===== src/rtl/huff_pkg.sv =====
// rtl/huff_pkg.sv - shared types, width defaults and keep-mask helper for the Huffman output packer
package huff_pkg;

  localparam int IN_WIDTH_DEF  = 128;
  localparam int OUT_WIDTH_DEF = 32;
  localparam int MAX_KEEP      = 64;

  typedef enum logic {
    RUN   = 1'b0,
    FLUSH = 1'b1
  } state_t;

  // Upper ceil(fill/8) of nbytes lanes set; lanes above nbytes stay clear.
  function automatic logic [MAX_KEEP-1:0] keep_mask(input int fill, input int nbytes);
    int used;
    keep_mask = '0;
    used = (fill + 7) / 8;
    for (int i = 0; i < MAX_KEEP; i++) begin
      if ((i < nbytes) && (i >= nbytes - used)) keep_mask[i] = 1'b1;
    end
  endfunction

endpackage


===== src/rtl/huff_align_shift.sv =====
// rtl/huff_align_shift.sv - masks a code word to its length and places it at a bit offset in the accumulator
module huff_align_shift #(
  parameter int IN_WIDTH   = 128,
  parameter int OUT_WIDTH  = 32,
  parameter int LEN_WIDTH  = $clog2(IN_WIDTH) + 1,
  parameter int FILL_WIDTH = $clog2(IN_WIDTH + OUT_WIDTH)
) (
  input  logic [IN_WIDTH-1:0]           data,
  input  logic [LEN_WIDTH-1:0]          len,
  input  logic [FILL_WIDTH-1:0]         offset,
  output logic [IN_WIDTH+OUT_WIDTH-1:0] placed
);

  logic [IN_WIDTH-1:0] tail_mask;
  logic [IN_WIDTH-1:0] masked;

  // Ones below the valid code bits; len = 0 clears the whole word.
  assign tail_mask = {IN_WIDTH{1'b1}} >> len;
  assign masked    = data & ~tail_mask;
  assign placed    = {masked, {OUT_WIDTH{1'b0}}} >> offset;

endmodule


===== src/rtl/huff_bitpack.sv =====
// rtl/huff_bitpack.sv - packs MSB-aligned variable-length code words into fixed-width output words
module huff_bitpack
  import huff_pkg::*;
#(
  parameter int IN_WIDTH  = IN_WIDTH_DEF,
  parameter int OUT_WIDTH = OUT_WIDTH_DEF,
  parameter int LEN_WIDTH = $clog2(IN_WIDTH) + 1,
  parameter int BUF_WIDTH = IN_WIDTH + OUT_WIDTH
) (
  input  logic                   clk,
  input  logic                   rst,
  input  logic                   in_valid,
  output logic                   in_ready,
  input  logic [IN_WIDTH-1:0]    in_data,
  input  logic [LEN_WIDTH-1:0]   in_len,
  input  logic                   in_last,
  output logic                   out_valid,
  input  logic                   out_ready,
  output logic [OUT_WIDTH-1:0]   out_data,
  output logic [OUT_WIDTH/8-1:0] out_keep,
  output logic                   out_last,
  output logic [31:0]            pkt_bits
);

  localparam int FILL_WIDTH = $clog2(BUF_WIDTH);
  localparam int KEEP_WIDTH = OUT_WIDTH / 8;
  localparam logic [FILL_WIDTH-1:0] OUT_W = FILL_WIDTH'(OUT_WIDTH);

  state_t                  state;
  logic [BUF_WIDTH-1:0]    acc;
  logic [FILL_WIDTH-1:0]   fill;

  logic                    in_fire;
  logic                    out_fire;
  logic                    word_full;
  logic [FILL_WIDTH-1:0]   out_take;
  logic [FILL_WIDTH-1:0]   fill_base;
  logic [FILL_WIDTH-1:0]   in_add;
  logic [BUF_WIDTH-1:0]    acc_base;
  logic [BUF_WIDTH-1:0]    placed;
  logic [BUF_WIDTH-1:0]    acc_next;
  logic [FILL_WIDTH-1:0]   fill_next;
  logic [KEEP_WIDTH-1:0]   keep_part;
  logic [32:0]             pkt_sum;

  assign word_full = (fill >= OUT_W);
  assign in_ready  = (state == RUN) && (fill < OUT_W);
  assign out_valid = word_full || (state == FLUSH);
  assign out_data  = acc[BUF_WIDTH-1 -: OUT_WIDTH];
  assign keep_part = KEEP_WIDTH'(keep_mask(int'(fill), KEEP_WIDTH));
  assign out_keep  = ((state == RUN) || word_full) ? {KEEP_WIDTH{1'b1}} : keep_part;
  assign out_last  = (state == FLUSH) && (fill <= OUT_W);

  assign in_fire  = in_valid && in_ready;
  assign out_fire = out_valid && out_ready;

  // A padded word takes every remaining bit; shifting by a full word clears them too.
  assign out_take  = !out_fire ? '0 : (word_full ? OUT_W : fill);
  assign fill_base = fill - out_take;
  assign acc_base  = out_fire ? (acc << OUT_WIDTH) : acc;
  assign in_add    = in_fire ? FILL_WIDTH'(in_len) : '0;
  assign acc_next  = acc_base | (in_fire ? placed : '0);
  assign fill_next = fill_base + in_add;
  assign pkt_sum   = {1'b0, pkt_bits} + 33'(in_len);

  huff_align_shift #(
    .IN_WIDTH   (IN_WIDTH),
    .OUT_WIDTH  (OUT_WIDTH),
    .LEN_WIDTH  (LEN_WIDTH),
    .FILL_WIDTH (FILL_WIDTH)
  ) u_align (
    .data   (in_data),
    .len    (in_len),
    .offset (fill_base),
    .placed (placed)
  );

  always_ff @(posedge clk or posedge rst) begin
    if (rst) begin
      state    <= RUN;
      acc      <= '0;
      fill     <= '0;
      pkt_bits <= '0;
    end else begin
      acc  <= acc_next;
      fill <= fill_next;
      case (state)
        RUN:     if (in_fire && in_last) state <= FLUSH;
        FLUSH:   if (out_fire && out_last) state <= RUN;
        default: state <= RUN;
      endcase
      if (out_fire && out_last) begin
        pkt_bits <= '0;
      end else if (in_fire) begin
        pkt_bits <= pkt_sum[32] ? 32'hFFFF_FFFF : pkt_sum[31:0];
      end
    end
  end

endmodule


===== config.mk =====
export PLATFORM = sky130hd
export DESIGN_NAME = huff_bitpack
export DESIGN_NICKNAME = d
export VERILOG_FILES = /design/src/rtl/huff_pkg.sv /design/src/rtl/huff_align_shift.sv /design/src/rtl/huff_bitpack.sv
export SDC_FILE = /design/constraint.sdc
export NUM_CORES = 1
export LEC_CHECK = 0
export ABC_AREA = 1
export CAP_MARGIN = 30
export CORE_UTILIZATION = 36
export CTS_CLUSTER_DIAMETER = 30
export DETAILED_ROUTE_END_ITERATION = 8
export PLACE_DENSITY = 0.6
export SLEW_MARGIN = 20
export SYNTH_ARGS = -nofsm -noshare
export SYNTH_HDL_FRONTEND = slang
export SYNTH_HIERARCHICAL = 1
export SYNTH_SLANG_ARGS = --single-unit

===== constraint.sdc =====
create_clock -name clk -period 11.08 [get_ports clk]
set_clock_uncertainty 0.05 [all_clocks]
set_input_delay 3.324 -clock clk [delete_from_list [all_inputs] [get_ports clk]]
set_output_delay 3.324 -clock clk [all_outputs]
set_load 0.005 [all_outputs]

==> results.txt <==
----------------------------------------------------
[Run status]
  Status ... finished clean

[Setup path]
  Maximum cell stage delay along the critical path ... 630 ps
  Cell chain of the critical path ... clkdlybuf4s50_1, inv_1, nor3_1, ha_1, inv_1, fa_4, a31oi_1, nor2_1, nand2_1, nand2_1, xor2_4, buf_4, nor2_1, buf_4, nand3_1, nand3_1, a21oi_1, a21oi_1, nand2_1, o21ai_1
  Setup slack on the worst flop-to-flop path ... 5340 ps
  Cell seen most often among critical-path stages ... sky130_fd_sc_hd__nand2_1
  Start point of the critical path ... out_ready
  Crit path max fanout ... 39
  Category of cells accounting for the largest share of critical-path delay ... buffers and inverters
  R2r worst-path depth ... 22
  Cell at the slowest stage of the critical path ... sky130_fd_sc_hd__xor2_4
  Startpoint of the worst-slack reg-to-reg timing path ... fill[5]$_DFF_PP0_
  CP endpoint kind ... flip-flop
  Required arrival time at the worst endpoint ... around 11000 ps
  Reg2Reg Capture Point ... acc[19]$_DFF_PP0_
  Arrival time reported for the critical path endpoint ... 8660 ps
  Worst Setup Path Type ... in -> reg
  Buf+Inv Stages, Crit Path ... 5
  Category of the worst setup path launch point ... primary input

[Timing]
  Pins over their slew limit ... 0
  Number of endpoints with negative hold slack in the final report ... 0
  Setup repair after global routing missed its margin ... no
  Setup TNS ... 0 ps
  Headroom to the max-slew limit ... between 30% and 40%
  Timing-limited maximum frequency ... roughly 0.12 GHz
  Worst Tran Pin Value ... 1020 ps
  Final min period ... around 8300 ps
  Number of endpoints failing setup at the final stage ... 0
  Ratio of final minimum period to clock period ... 74.8%

[Global route]
  Met1 demand-to-capacity share in global routing ... ~45%
  Met3 track demand over resource ... 7.53%
  Number of antenna violations at the first check in global routing ... 4
  Number of global-route vias before repair ... 29100
  Global route total overflow ... 0
  Global routing usage on met2 ... approximately three fifths
  Most Used Layer, Global Route ... met2
  Overall routing resource usage ... between 30 and 40%
  Pin count of the biggest net entering global routing ... ~130
  Wire length of the first global-routing pass ... 185000 microns

[Floorplan]
  Starting density of the core ... 36.5%
  Die height ... roughly 260 microns
  Die outline area ... 0.0666 sq mm
  Core area ... between 0.06 and 0.07 sq mm
  Number of I/O pins ... between 200 and 250
  Row cnt ... 93
  Horizontal die dimension ... around 260 microns

[Routing]
  Number of DRC violations after detailed routing ... 0
  Initial DRC Count ... roughly 4300
  Via count ... roughly 31000
  Post-detailed-route via-to-cell ratio ... between 6 and 7
  Routed WL ... 124000 microns
  Routed length per placed instance ... 24.8 microns
  Router iterations before antenna repair ... 8
  Antenna Nets Post-Route ... 0

[Clock network]
  Cell at the root of the clock tree ... sky130_fd_sc_hd__clkbuf_16
  Number of sinks handled by clock tree synthesis ... 201
  Clk pin slew, worst setup/hold paths ... ~50 ps
  CTS buffer count ... just over 50
  Number of buffers inserted by hold repair at cts ... 0
  Clock insertion delay at the later pin of the skew report ... 560 ps
  Post-CTS Repair Setup Buffers ... 0
  Number of cells upsized or downsized after cts ... 0
  CTS tree ... built
  H-tree levels ... 2
  Largest buffer count on any clock path ... 3

[Cells and area]
  Fraction of final layout cells with drive strength greater than 1 ... under 10%
  Number of nets in the final layout ... about 4300
  Sequential Area ... between 0.005 and 0.006 sq mm
  Area growth from synthesis to final layout ... 17.0%
  Layout filler cell count ... 7125
  Multi-input gate area in the final layout ... 0.0162 sq mm

[Placement]
  # port buffers ... 211
  Final Wtd Congestion ... approximately 1.1
  Estimated wirelength of the detail-placed design ... approximately 95000 microns

[Synthesis]
  Most frequent cells after synthesis ... 1522 x sky130_fd_sc_hd__nand3_1, 1101 x sky130_fd_sc_hd__nand2_1, 223 x sky130_fd_sc_hd__nor2_1, 219 x sky130_fd_sc_hd__inv_1, 201 x sky130_fd_sc_hd__dfrtp_1
  Leading cell type by number of instances after synthesis ... sky130_fd_sc_hd__nand3_1
  Post-synthesis area per instance ... 5.73 sq um
  Number of synthesized register bits ... ~200
  Async S/R FF share, synth ... between 90% and 100%
  Cell variety after synth ... just over 50
  Cell area after technology mapping ... approximately 0.024 sq mm
  Fraction of post-synthesis cell area in the top cell type by area ... roughly a third
  Count of warnings emitted by yosys ... 6
  Sequential area share after synthesis ... 21.3%
  Synth area leaders ... sky130_fd_sc_hd__nand3_1 32%, sky130_fd_sc_hd__dfrtp_1 21%, sky130_fd_sc_hd__nand2_1 17%, sky130_fd_sc_hd__nor2_1 3.5%, sky130_fd_sc_hd__inv_1 3.5%
  Synthesized instance count ... between 4000 and 5000
  Post-Syn Nets ... about 4300
  Main synth FF type ... sky130_fd_sc_hd__dfrtp_1
  Number of flops mapped to enable cells by yosys ... 0
  Library cell occupying the most area in the post-synthesis netlist ... sky130_fd_sc_hd__nand3_1

[Run]
  Max-cap viol count ... 0

[Hold path]
  Class of the tightest hold or removal check ... reg -> reg
  Worst Min Path Start ... acc[70]$_DFF_PP0_
  Hold depth ... 2
  Min-Delay Endpoint ... acc[102]$_DFF_PP0_

----------------------------------------------------
how the worst max path moves through the flow:
stage / depth (start not counted) / endpoint / slack [ps]
2_1_floorplan: 1 / acc[0]$_DFF_PP0_ / 2220
5_1_grt: 23 / acc[21]$_DFF_PP0_ / 2480
4_1_cts: 21 / acc[12]$_DFF_PP0_ / 2960
6_report: 20 / acc[19]$_DFF_PP0_ / 2790
3_5_place_dp: 21 / acc[12]$_DFF_PP0_ / 2390
3_3_place_gp: 19 / acc[65]$_DFF_PP0_ / 2330
sequential cells by signal (all words and copies together), names as in the netlist:
register and cells:
acc 160, pkt_bits 32, fill 8, state 1
placed cells by master (no fill, tap or decap), drive strengths merged, types with 5 or more instances in the layout:
cell,count
xnor2,12
a21boi,19
bufinv,10
a22oi,5
ha,34
buf,50
nand3b,12
clkinv,20
nand3,1528
nor3,17
o21ai,106
inv,226
o211ai,44
a21oi,100
nand2,1118
dfrtp,201
nand4,95
clkbuf,66
nor2,239
clkdlybuf4s50,211
xor2,12
metrics by stage:
stage / worst slack (ps) / cells / hold slack [ps] / utilization (%) / instance area, sq um
after floorplan: 2220 / 4121 / 402 / - / 23600
after global placement: 2330 / 4913 / 412 / 39.8 / 25700
after detailed placement: 2390 / 4915 / 413 / 39.9 / 25800
after CTS: 2960 / 5007 / 413 / 42.7 / 27600
after global routing: 2480 / 5009 / 437 / 42.7 / 27600
final: 2790 / 5010 / 414 / 42.7 / 27600
cell type report:
cell class	count	share of cell area (%)
antenna	1	0.00905
clock buffer	66	5.00
multi-input combinational	3368	58.8
inverter	232	3.26
timing repair buffer	261	9.33
clock inverter	26	1.54
tap	855	3.87
sequential	201	18.2
layer usage:
layer / vias to the layer above / share of wire, % / routed length [microns]
li1: 14000 / - / -
met1: 14400 / 39 / 48300
met2: 1665 / 46 / 56800
met3: 412 / 9.0 / 11200
met4: 6 / 6.4 / 7960
met5: - / 0.035 / 43
cells by family (layout without fill, tap and decap cells):
logic type | after synthesis | in the layout | share of synthesized area, %
AOI/OAI and AO/OA | 285 | 285 | 6.97
xor gates and xnor gates | 24 | 24 | 0.890
adders and majority gates | 37 | 37 | 2.06
buffers and inverters | 552 | 585 | 10.5
DFF | 201 | 201 | 21.3
other | 1 | 2 | 0.0159
and+or+nand+nor | 3021 | 3021 | 58.3
tightest hold or removal path: stages, from the launching register on:
cell                      delay [ps]
sky130_fd_sc_hd__dfrtp_1         330
sky130_fd_sc_hd__nand2_1          50
sky130_fd_sc_hd__nand3_1          50
Power is not shown: default switching activity piles up to over one toggle a cycle in this logic, so the estimate is an artifact.
